--- config.mk ---
export PLATFORM = sky130hd
export DESIGN_NAME = see_weight_loader_flat
export DESIGN_NICKNAME = d
export VERILOG_FILES = /design/src/rtl/see_weight_loader_if.sv /design/src/rtl/see_weight_loader.sv /design/src/flat_wrapper.sv
export SDC_FILE = /design/constraint.sdc
export NUM_CORES = 1
export LEC_CHECK = 0
export ABC_AREA = 1
export CAP_MARGIN = 0
export CORE_MARGIN = 5
export CORE_UTILIZATION = 50
export DETAILED_ROUTE_END_ITERATION = 10
export PLACE_DENSITY = 0.74
export RECOVER_POWER = 100
export SETUP_SLACK_MARGIN = 0.2
export SYNTH_ARGS = -nofsm -noshare
export SYNTH_HDL_FRONTEND = slang
export SYNTH_SLANG_ARGS = --single-unit
--- constraint.sdc ---
create_clock -name clk -period 2.5 [get_ports clk]
set_clock_uncertainty 0.05 [all_clocks]
set_input_delay 0.25 -clock clk [delete_from_list [all_inputs] [get_ports clk]]
set_output_delay 0.25 -clock clk [all_outputs]
set_load 0.005 [all_outputs]
--- src/rtl/see_weight_loader_if.sv ---
// Command, byte-stream and BRAM write-port bundle for the SEE weight loader.
// The master side is the command/byte source; the slave side is the loader.
interface see_weight_loader_if #(
  parameter int ADDR_W = 10,
  parameter int DATA_W = 32
);
  logic                     i_start;
  logic [ADDR_W-1:0]        i_base_addr;
  logic [ADDR_W:0]          i_word_cnt;
  logic                     i_abort;
  logic                     s_byte_valid;
  logic [7:0]               s_byte_data;
  logic                     s_byte_ready;
  logic                     o_wr_en_b;
  logic [ADDR_W-1:0]        o_wr_addr_b;
  logic signed [DATA_W-1:0] o_wr_data_b;
  logic                     o_busy;
  logic                     o_done;
  logic                     o_err;

  modport master (
    output i_start, i_base_addr, i_word_cnt, i_abort, s_byte_valid, s_byte_data,
    input  s_byte_ready, o_wr_en_b, o_wr_addr_b, o_wr_data_b, o_busy, o_done, o_err
  );

  modport slave (
    input  i_start, i_base_addr, i_word_cnt, i_abort, s_byte_valid, s_byte_data,
    output s_byte_ready, o_wr_en_b, o_wr_addr_b, o_wr_data_b, o_busy, o_done, o_err
  );
endinterface

--- src/rtl/see_weight_loader.sv ---
// Packs a little-endian byte stream into 32-bit words and writes them to
// consecutive addresses of the weight BRAM's port B.
module see_weight_loader #(
  parameter int DATA_W = 32,
  parameter int ADDR_W = 10
) (
  input  logic clk,
  input  logic rst_n,
  see_weight_loader_if.slave bus
);
  localparam int DEPTH = 1 << ADDR_W;

  typedef enum logic [1:0] {IDLE, LOAD, FLUSH, DONE} state_t;

  state_t                   state_reg, state_next;
  logic [1:0]               lane_reg, lane_next;
  logic [2:0][7:0]          pack_reg, pack_next;
  logic [ADDR_W:0]          word_idx_reg, word_idx_next;
  logic [ADDR_W:0]          cnt_reg, cnt_next;
  logic [ADDR_W-1:0]        base_reg, base_next;
  logic                     wr_en_reg, wr_en_next;
  logic [ADDR_W-1:0]        wr_addr_reg, wr_addr_next;
  logic signed [DATA_W-1:0] wr_data_reg, wr_data_next;
  logic                     done_reg, done_next;
  logic                     err_reg, err_next;

  logic                     ready;
  logic                     handshake;
  logic [ADDR_W+1:0]        end_sum;

  assign ready     = (state_reg == LOAD);
  assign handshake = ready && bus.s_byte_valid;
  // Extra headroom bits so base + count can exceed DEPTH without wrapping.
  assign end_sum   = {2'b00, bus.i_base_addr} + {1'b0, bus.i_word_cnt};

  always_ff @(posedge clk or negedge rst_n) begin
    if (!rst_n) begin
      state_reg    <= IDLE;
      lane_reg     <= '0;
      pack_reg     <= '0;
      word_idx_reg <= '0;
      cnt_reg      <= '0;
      base_reg     <= '0;
      wr_en_reg    <= 1'b0;
      wr_addr_reg  <= '0;
      wr_data_reg  <= '0;
      done_reg     <= 1'b0;
      err_reg      <= 1'b0;
    end else begin
      state_reg    <= state_next;
      lane_reg     <= lane_next;
      pack_reg     <= pack_next;
      word_idx_reg <= word_idx_next;
      cnt_reg      <= cnt_next;
      base_reg     <= base_next;
      wr_en_reg    <= wr_en_next;
      wr_addr_reg  <= wr_addr_next;
      wr_data_reg  <= wr_data_next;
      done_reg     <= done_next;
      err_reg      <= err_next;
    end
  end

  always_comb begin
    state_next    = state_reg;
    lane_next     = lane_reg;
    pack_next     = pack_reg;
    word_idx_next = word_idx_reg;
    cnt_next      = cnt_reg;
    base_next     = base_reg;
    wr_en_next    = 1'b0;
    wr_addr_next  = wr_addr_reg;
    wr_data_next  = wr_data_reg;
    done_next     = 1'b0;
    err_next      = 1'b0;

    case (state_reg)
      IDLE: begin
        if (bus.i_start) begin
          if (bus.i_word_cnt == '0) begin
            done_next = 1'b1;
          end else if (end_sum > (ADDR_W+2)'(DEPTH)) begin
            err_next = 1'b1;
          end else begin
            base_next     = bus.i_base_addr;
            cnt_next      = bus.i_word_cnt;
            lane_next     = '0;
            word_idx_next = '0;
            pack_next     = '0;
            state_next    = LOAD;
          end
        end
      end
      LOAD: begin
        if (bus.i_abort) begin
          // Partial word is dropped; a coincident lane-3 byte never writes.
          lane_next  = '0;
          pack_next  = '0;
          state_next = IDLE;
        end else if (handshake) begin
          if (lane_reg == 2'd3) begin
            wr_en_next    = 1'b1;
            wr_addr_next  = base_reg + word_idx_reg[ADDR_W-1:0];
            wr_data_next  = {bus.s_byte_data, pack_reg[2], pack_reg[1], pack_reg[0]};
            lane_next     = '0;
            word_idx_next = word_idx_reg + (ADDR_W+1)'(1);
            if (word_idx_reg == cnt_reg - (ADDR_W+1)'(1)) begin
              state_next = FLUSH;
            end
          end else begin
            pack_next[lane_reg] = bus.s_byte_data;
            lane_next           = lane_reg + 2'd1;
          end
        end
      end
      FLUSH: begin
        state_next = bus.i_abort ? IDLE : DONE;
        done_next  = !bus.i_abort;
      end
      DONE: begin
        state_next = IDLE;
      end
      default: begin
        state_next = IDLE;
      end
    endcase
  end

  assign bus.s_byte_ready = ready;
  assign bus.o_wr_en_b    = wr_en_reg;
  assign bus.o_wr_addr_b  = wr_addr_reg;
  assign bus.o_wr_data_b  = wr_data_reg;
  assign bus.o_busy       = (state_reg != IDLE);
  assign bus.o_done       = done_reg;
  assign bus.o_err        = err_reg;
endmodule
--- src/flat_wrapper.sv ---
// flat-port wrapper written by rule: the top's interface ports become plain ports
module see_weight_loader_flat 
#(
  parameter int DATA_W = 32,
  parameter int ADDR_W = 10
)
  (clk, rst_n, bus_i_start, bus_i_base_addr, bus_i_word_cnt, bus_i_abort, bus_s_byte_valid, bus_s_byte_data, bus_s_byte_ready, bus_o_wr_en_b, bus_o_wr_addr_b, bus_o_wr_data_b, bus_o_busy, bus_o_done, bus_o_err);
  see_weight_loader_if #(.ADDR_W(ADDR_W), .DATA_W(DATA_W)) bus_i ();
  input  logic clk;
  input  logic rst_n;
  input wire logic [$bits(bus_i.i_start)-1:0] bus_i_start;
  input wire logic [$bits(bus_i.i_base_addr)-1:0] bus_i_base_addr;
  input wire logic [$bits(bus_i.i_word_cnt)-1:0] bus_i_word_cnt;
  input wire logic [$bits(bus_i.i_abort)-1:0] bus_i_abort;
  input wire logic [$bits(bus_i.s_byte_valid)-1:0] bus_s_byte_valid;
  input wire logic [$bits(bus_i.s_byte_data)-1:0] bus_s_byte_data;
  output wire logic [$bits(bus_i.s_byte_ready)-1:0] bus_s_byte_ready;
  output wire logic [$bits(bus_i.o_wr_en_b)-1:0] bus_o_wr_en_b;
  output wire logic [$bits(bus_i.o_wr_addr_b)-1:0] bus_o_wr_addr_b;
  output wire logic [$bits(bus_i.o_wr_data_b)-1:0] bus_o_wr_data_b;
  output wire logic [$bits(bus_i.o_busy)-1:0] bus_o_busy;
  output wire logic [$bits(bus_i.o_done)-1:0] bus_o_done;
  output wire logic [$bits(bus_i.o_err)-1:0] bus_o_err;
  assign bus_i.i_start = bus_i_start;
  assign bus_i.i_base_addr = bus_i_base_addr;
  assign bus_i.i_word_cnt = bus_i_word_cnt;
  assign bus_i.i_abort = bus_i_abort;
  assign bus_i.s_byte_valid = bus_s_byte_valid;
  assign bus_i.s_byte_data = bus_s_byte_data;
  assign bus_s_byte_ready = bus_i.s_byte_ready;
  assign bus_o_wr_en_b = bus_i.o_wr_en_b;
  assign bus_o_wr_addr_b = bus_i.o_wr_addr_b;
  assign bus_o_wr_data_b = bus_i.o_wr_data_b;
  assign bus_o_busy = bus_i.o_busy;
  assign bus_o_done = bus_i.o_done;
  assign bus_o_err = bus_i.o_err;
  see_weight_loader #(.DATA_W(DATA_W), .ADDR_W(ADDR_W)) u_core (.clk(clk), .rst_n(rst_n), .bus(bus_i));
endmodule
==> impl_metrics.json, run 1 <==
{
  "start_util_pct": 51.6,
  "via_count": 5680,
  "grt_overflow": 0,
  "crit_family": "buffers and inverters",
  "cts_buffers": 9,
  "ys_seq_area_share_pct": 44.1,
  "synth_top_area_cell": "dfrtp_1",
  "clockBufferDepth": 2,
  "die_w_um": 119,
  "tritoncts": "built",
  "drt_first_iter_violations": 456,
  "ys_warn_count": 0,
  "hpwl_um": 11200,
  "ys_types": 37,
  "path_clk_slew_ps": 70,
  "ctsRootBufferMaster": "clkbuf_16",
  "synth-simple-area-share_pct": 30.7,
  "clock_latency_ps": 350,
  "synth_compound_area_share_pct": 7.95,
  "status": "completed",
  "reg2reg_to": "u_core.bus.o_wr_data_b[9]",
  "area_growth_pct": 32.8,
  "remaining_drc_errors": 0,
  "irDropWorstVdd_v": 0.000421,
  "holdPathStages": 3,
  "finalNonFillerCells": 1065,
  "synth_xor_xnor_area_share_pct": 2.88,
  "fin_nets": 978,
  "cp.arrival_ps": 2010,
  "end_kind": "output pin",
  "numPortBuffers": 80,
  "drive_gt1_share_pct": 18.4,
  "synth-edff-count": 0,
  "max-slew-margin-rel_pct": 20.4,
  "avgSynthCellArea_um2": 7.54,
  "synth.area.mux_share_pct": 0,
  "cts.sinks": 105,
  "r2r-start": "u_core.lane_reg[0]",
  "min_period_over_period_pct": 92.5,
  "reg2reg_slack_ps": 280,
  "setup_viol": 0,
  "viasPerCell": 5.33,
  "routed_wirelength_um": 16100,
  "synth_seq_cells": 105,
  "power_density_nw_per_um2": 773,
  "finish.instance_area_um2": 7920,
  "synth_top_family_by_area": "simple AND/OR/NAND/NOR gates",
  "track_usage_pct": 22.5,
  "avgRoutedWirePerCell_um": 15.1,
  "hp-start": "bus_i_base_addr[0]",
  "fin_util_pct": 68.5,
  "antenna_found_initial": 0,
  "drv_slew": 0,
  "critical_path.startpoint_type": "register",
  "synth_cells": 791,
  "grt_pass1_wl_um": 26700,
  "placedCellCount": 1033,
  "routabilityCongestion": 0.940,
  "fin_setup_tns_ps": 0,
  "synthArstFlopShare_pct": 100,
  "maxCapViolations": 0,
  "synth.area.top_cells": "dfrtp_1 44%, nand2_1 17%, inv_1 5.8%",
  "io_pins": 81,
  "cp_slowest_cell": "clkdlybuf4s50_1",
  "crit_chain": "nor2_1, clkbuf_1, clkdlybuf4s50_1",
  "max_stage_delay_ps": 610,
  "synth_fa_ha_area_share_pct": 5.92,
  "hold_class": "input port to register",
  "die_y_um": 119,
  "hold_end": "u_core.base_reg[0]",
  "total_leakage_power_nw": 4.19,
  "num_rows": 39,
  "ant_nets": 0,
  "postPlaceCellArea_um2": 7170,
  "synth_fp_nets": 852,
  "core_um2": 11600,
  "grt_pass1_vias": 5710,
  "num_antenna_cells": 0,
  "fin_crit_ps": 2310,
  "rr_worst_depth": 6,
  "syn_area_um2": 5960,
  "max_freq_ghz": 0.432,
  "whs_ps": 128,
  "path_class": "register to output pin",
  "path_max_fanout": 12,
  "rsz0062_at_grt": "true",
  "worst_pin_slew_ps": 1190,
  "synthFlopType": "dfrtp_1",
  "synth_top_area_share_pct": 44.1,
  "die_area_um2": 14200,
  "first_pass_iters": 5,
  "crit_required_ps": 2200,
  "largest_register_ff_count": 32,
  "finalHoldViolCount": 0,
  "grt_max_degree": 58,
  "htreeDepth": 3,
  "path_buf_inv": 2
}
==> through the flow <==
stage	setup slack [ps]	power (mW)
after floorplan	215	3.63
after global placement	-461	4.22
after detailed placement	-528	4.30
after CTS	200	5.92
after global routing	60.2	6.49
final	187	6.12
==> cell usage after synthesis (2+ instances only) <==
cell type and count:
dfrtp_1 105, nand3_1 66, nor3_1 6, a21oi_1 16
o21ai_0 32, or2_2 6, nor2_1 54, o21ai_2 10
nand4_2 3, ha_1 25, nand3b_1 4, xor2_1 12
buf_2 4, clkbuf_1 13, xnor2_1 5, nand2_1 275
inv_1 92, and2_1 2, buf_6 4, nand4_1 7
o21ai_1 23, inv_2 9, nand3_2 3, fa_1 2
==> power by group <==
part / switching (mW) / internal (mW)
Sequential: 0.272 / 1.99
Clock: 0.665 / 0.693
Combinational: 1.41 / 1.08
==> metal layers <==
metal  track usage [%]  up-vias  part of all wire, %
met5                 0        -                    0
met4              8.76        0                  2.1
met3              3.08       34                  5.3
met2              36.3      187                   48
met1              30.9     2702                   45
li1                  -     2757                    -
==> final cells by class <==
| type | instances | area (um2) |
|---|---|---|
| inverter | 102 | 383 |
| timing repair buffer | 138 | 1310 |
| clock inverter | 6 | 50.0 |
| clock buffer | 10 | 229 |
| tap | 143 | 179 |
| sequential | 105 | 2630 |
| multi-input combinational | 561 | 3140 |
| fill | 933 | 3650 |
==> layout by cell type (no fill, tap or decap), drive strengths merged <==
master | synthesis | layout
nor3 | 6 | 6
o21ai | 65 | 65
o2111ai | 1 | 1
inv | 101 | 105
fa | 2 | 2
a21oi | 16 | 16
o31ai | 1 | 1
or2 | 6 | 6
a21boi | 2 | 2
clkinvlp | 0 | 1
nor4 | 1 | 1
and2 | 2 | 2
buf | 10 | 49
xor2 | 12 | 12
dlygate4sd3 | 0 | 48
dfrtp | 105 | 105
xnor3 | 1 | 1
clkbuf | 13 | 23
clkinv | 1 | 2
nor2 | 56 | 56
clkdlybuf4s15 | 0 | 2
nand3 | 69 | 69
dlygate4sd2 | 0 | 10
ha | 25 | 25
dlymetal6s2s | 0 | 4
nand2 | 277 | 277
xnor2 | 5 | 5
nand3b | 4 | 4
clkdlybuf4s50 | 0 | 12
nand4 | 10 | 10
==> logic make-up after synthesis <==
group	count (synthesis)
simple gates	431
compound gates	85
fa+ha+maj	27
flops	105
xor+xnor	18
buf+inv	125
==> repair_timing <==
| item | CTS | global route |
|---|---|---|
| setup endpoints to repair | 61 | 62 |
| pin swaps | 11 | 23 |
| buffers inserted | 4 | 6 |
| endpoints found under the hold margin | 42 | 0 |
| resized for setup | 59 | 66 |
| gates cloned | 2 | 3 |
| hold buffers | 1 | 0 |
==> how the worst max path moves through the flow <==
stage          slack, ps  depth (start not counted)                       to                 from
6_report             190                          3         bus_s_byte_ready  u_core.state_reg[1]
5_1_grt               60                         14      u_core.pack_reg[20]   bus_i_word_cnt[10]
4_1_cts              200                         16   u_core.word_idx_reg[2]   bus_i_base_addr[8]
3_5_place_dp        -530                         20       u_core.pack_reg[3]    bus_i_word_cnt[0]
3_3_place_gp        -460                         17       u_core.pack_reg[4]    bus_i_word_cnt[0]
2_1_floorplan        210                         17  u_core.word_idx_reg[10]    bus_i_word_cnt[0]
==> tightest hold or removal path, cell delays in order <==
cell and delay, ps:
buf_8 100, inv_1 50, o21ai_0 80
Note: power is estimated with default switching activity, not from simulation.
==> run 2, diff against run 1 <==
- PLACE_DENSITY: 0.74 -> 0.77
- clock period: 2.5 -> 1.9 ns (I/O delays scaled with it)
==> impl_metrics.json, run 2 (synthesized netlist as in run 1, its figures left out) <==
{
  "path_class": "input port to register",
  "ctsRootBufferMaster": "clkbuf_16",
  "hpwl_um": 11100,
  "clock_latency_ps": 350,
  "num_rows": 39,
  "fin_nets": 1036,
  "num_antenna_cells": 0,
  "first_pass_iters": 5,
  "routabilityCongestion": 0.934,
  "seq_area_um2": 2630,
  "worst_pin_slew_ps": 870,
  "numPortBuffers": 80,
  "grt_pass1_vias": 5865,
  "postPlaceCellArea_um2": 7550,
  "cts.sinks": 105,
  "avgRoutedWirePerCell_um": 17.2,
  "clockBufferDepth": 2,
  "rr_worst_depth": 12,
  "tritoncts": "built",
  "clock_power_share_pct": 19.5,
  "routed_wirelength_um": 19300,
  "grt_max_degree": 41,
  "area_growth_pct": 51.1,
  "drv_slew": 0,
  "fin_crit_ps": 2280,
  "holdPathStages": 3,
  "p_total_mw": 9.40,
  "path_clk_slew_ps": 70,
  "cts_buffers": 9,
  "final_common_cell": "nand2_1",
  "multi_input_area_um2": 3620,
  "violations": "setup timing",
  "power_density_nw_per_um2": 1040,
  "finish.instance_area_um2": 9010,
  "crit_required_ps": 2090,
  "mostFrequentLayoutCells": "224 x nand2_1, 103 x dfrtp_1, 83 x buf_4",
  "status": "finished, violations left",
  "start_util_pct": 51.6,
  "largest_register_ff_count": 32,
  "grt_overflow": 0,
  "hold_class": "input port to register",
  "p_int_mw": 5.63,
  "setup_slack_ps": -379,
  "pwr-share-comb_pct": 47.8,
  "total_leakage_power_nw": 4.59,
  "maxCapViolations": 0,
  "grt_pass1_wl_um": 28300,
  "track_usage_pct": 24.3,
  "critical_path.startpoint_type": "input port",
  "swShare_pct": 40.2,
  "sequentialPowerShare_pct": 32.7,
  "fill_cells": 706,
  "htreeDepth": 3,
  "end_kind": "register",
  "rsz0062_at_grt": "true",
  "remaining_drc_errors": 0,
  "max_freq_ghz": 0.439,
  "setup_viol": 64,
  "drt_first_iter_violations": 583,
  "min_period_over_period_pct": 120,
  "whs_ps": 87.0,
  "die_w_um": 119,
  "antenna_found_initial": 0,
  "io_pins": 81,
  "drive_gt1_share_pct": 32.1,
  "via_count": 6218,
  "core_um2": 11600,
  "ant_nets": 0,
  "path_max_fanout": 8,
  "fin_setup_tns_ps": -18850,
  "p_sw_mw": 3.78,
  "pre_cts_ws_ps": -1090,
  "die_y_um": 119,
  "max-slew-margin-rel_pct": 42.0,
  "viasPerCell": 5.54,
  "finalHoldViolCount": 0,
  "cp.arrival_ps": 2470,
  "irDropWorstVdd_v": 0.000715,
  "die_area_um2": 14200
}
==> run 2: worst max-delay path, stage by stage <==
cell	delay (ps)
dlygate4sd2_1	280
ha_4	310
nand2_2	90
nor2_1	190
nand2_1	140
nand3_1	120
nand3_1	100
nor2_2	170
nand2_1	80
nand2_1	90
nand3_2	90
nand2_4	150
buf_6	120
nand4_4	150
nand2_1	130
nand2_1	50
==> run 2: layout make-up <==
cell class / count / share of cell area (%)
Sequential cell: 105 / 29.2
Tap cell: 143 / 1.99
Clock buffer: 10 / 2.54
Clock inverter: 6 / 0.625
Multi-Input combinational cell: 561 / 40.2
Inverter: 102 / 4.28
Timing Repair Buffer: 196 / 21.1
==> run 2: layer usage <==
metal	vias to the layer above	GRT usage (%)	part of all wire, %
li1	2861	-	-
met1	2993	31.7	40
met2	297	40.7	49
met3	67	4.03	6.4
met4	0	9.63	4.5
met5	-	0	0
==> run 2: final timing paths <==
check / start / to / slack, ps
setup reg to reg: u_core.cnt_reg[0] / u_core.state_reg[0] / -200
hold reg to reg: u_core.bus.o_wr_data_b[20] / u_core.bus.o_wr_data_b[20] / 420
setup / recovery: bus_i_word_cnt[5] / u_core.pack_reg[16] / -380
min in group asynchronous: rst_n / u_core.base_reg[1] / 420
hold / removal: bus_i_base_addr[0] / u_core.base_reg[0] / 90
max in group asynchronous: rst_n / u_core.bus.o_wr_data_b[8] / 240
==> run 2: power groups by stage <==
stage                     combinational, mW  clock [mW]  sequential, mW
final                                  4.50        1.83            3.07
after detailed placement               2.93           0            2.99
after CTS                              3.82        1.82            3.02
after global placement                 2.86           0            2.99
after floorplan                        1.98           0            2.90
after global routing                   4.84        1.92            3.10
==> run 2: what timing repair did <==
| action | CTS | global route |
|---|---|---|
| hold endpoints to repair | 33 | 0 |
| endpoints found under the setup margin | 67 | 104 |
| pin swaps | 27 | 48 |
| buffers inserted | 20 | 9 |
| hold buffers | 1 | 0 |
| gates cloned | 8 | 2 |
| gates resized for setup | 136 | 102 |
==> run 2: stage by stage <==
step | std cells | utilization (%)
floorplan | 791 | -
global placement | 1067 | 65.3
detailed placement | 1067 | 65.3
CTS | 1112 | 74.6
global route | 1123 | 77.9
finish | 1123 | 77.9
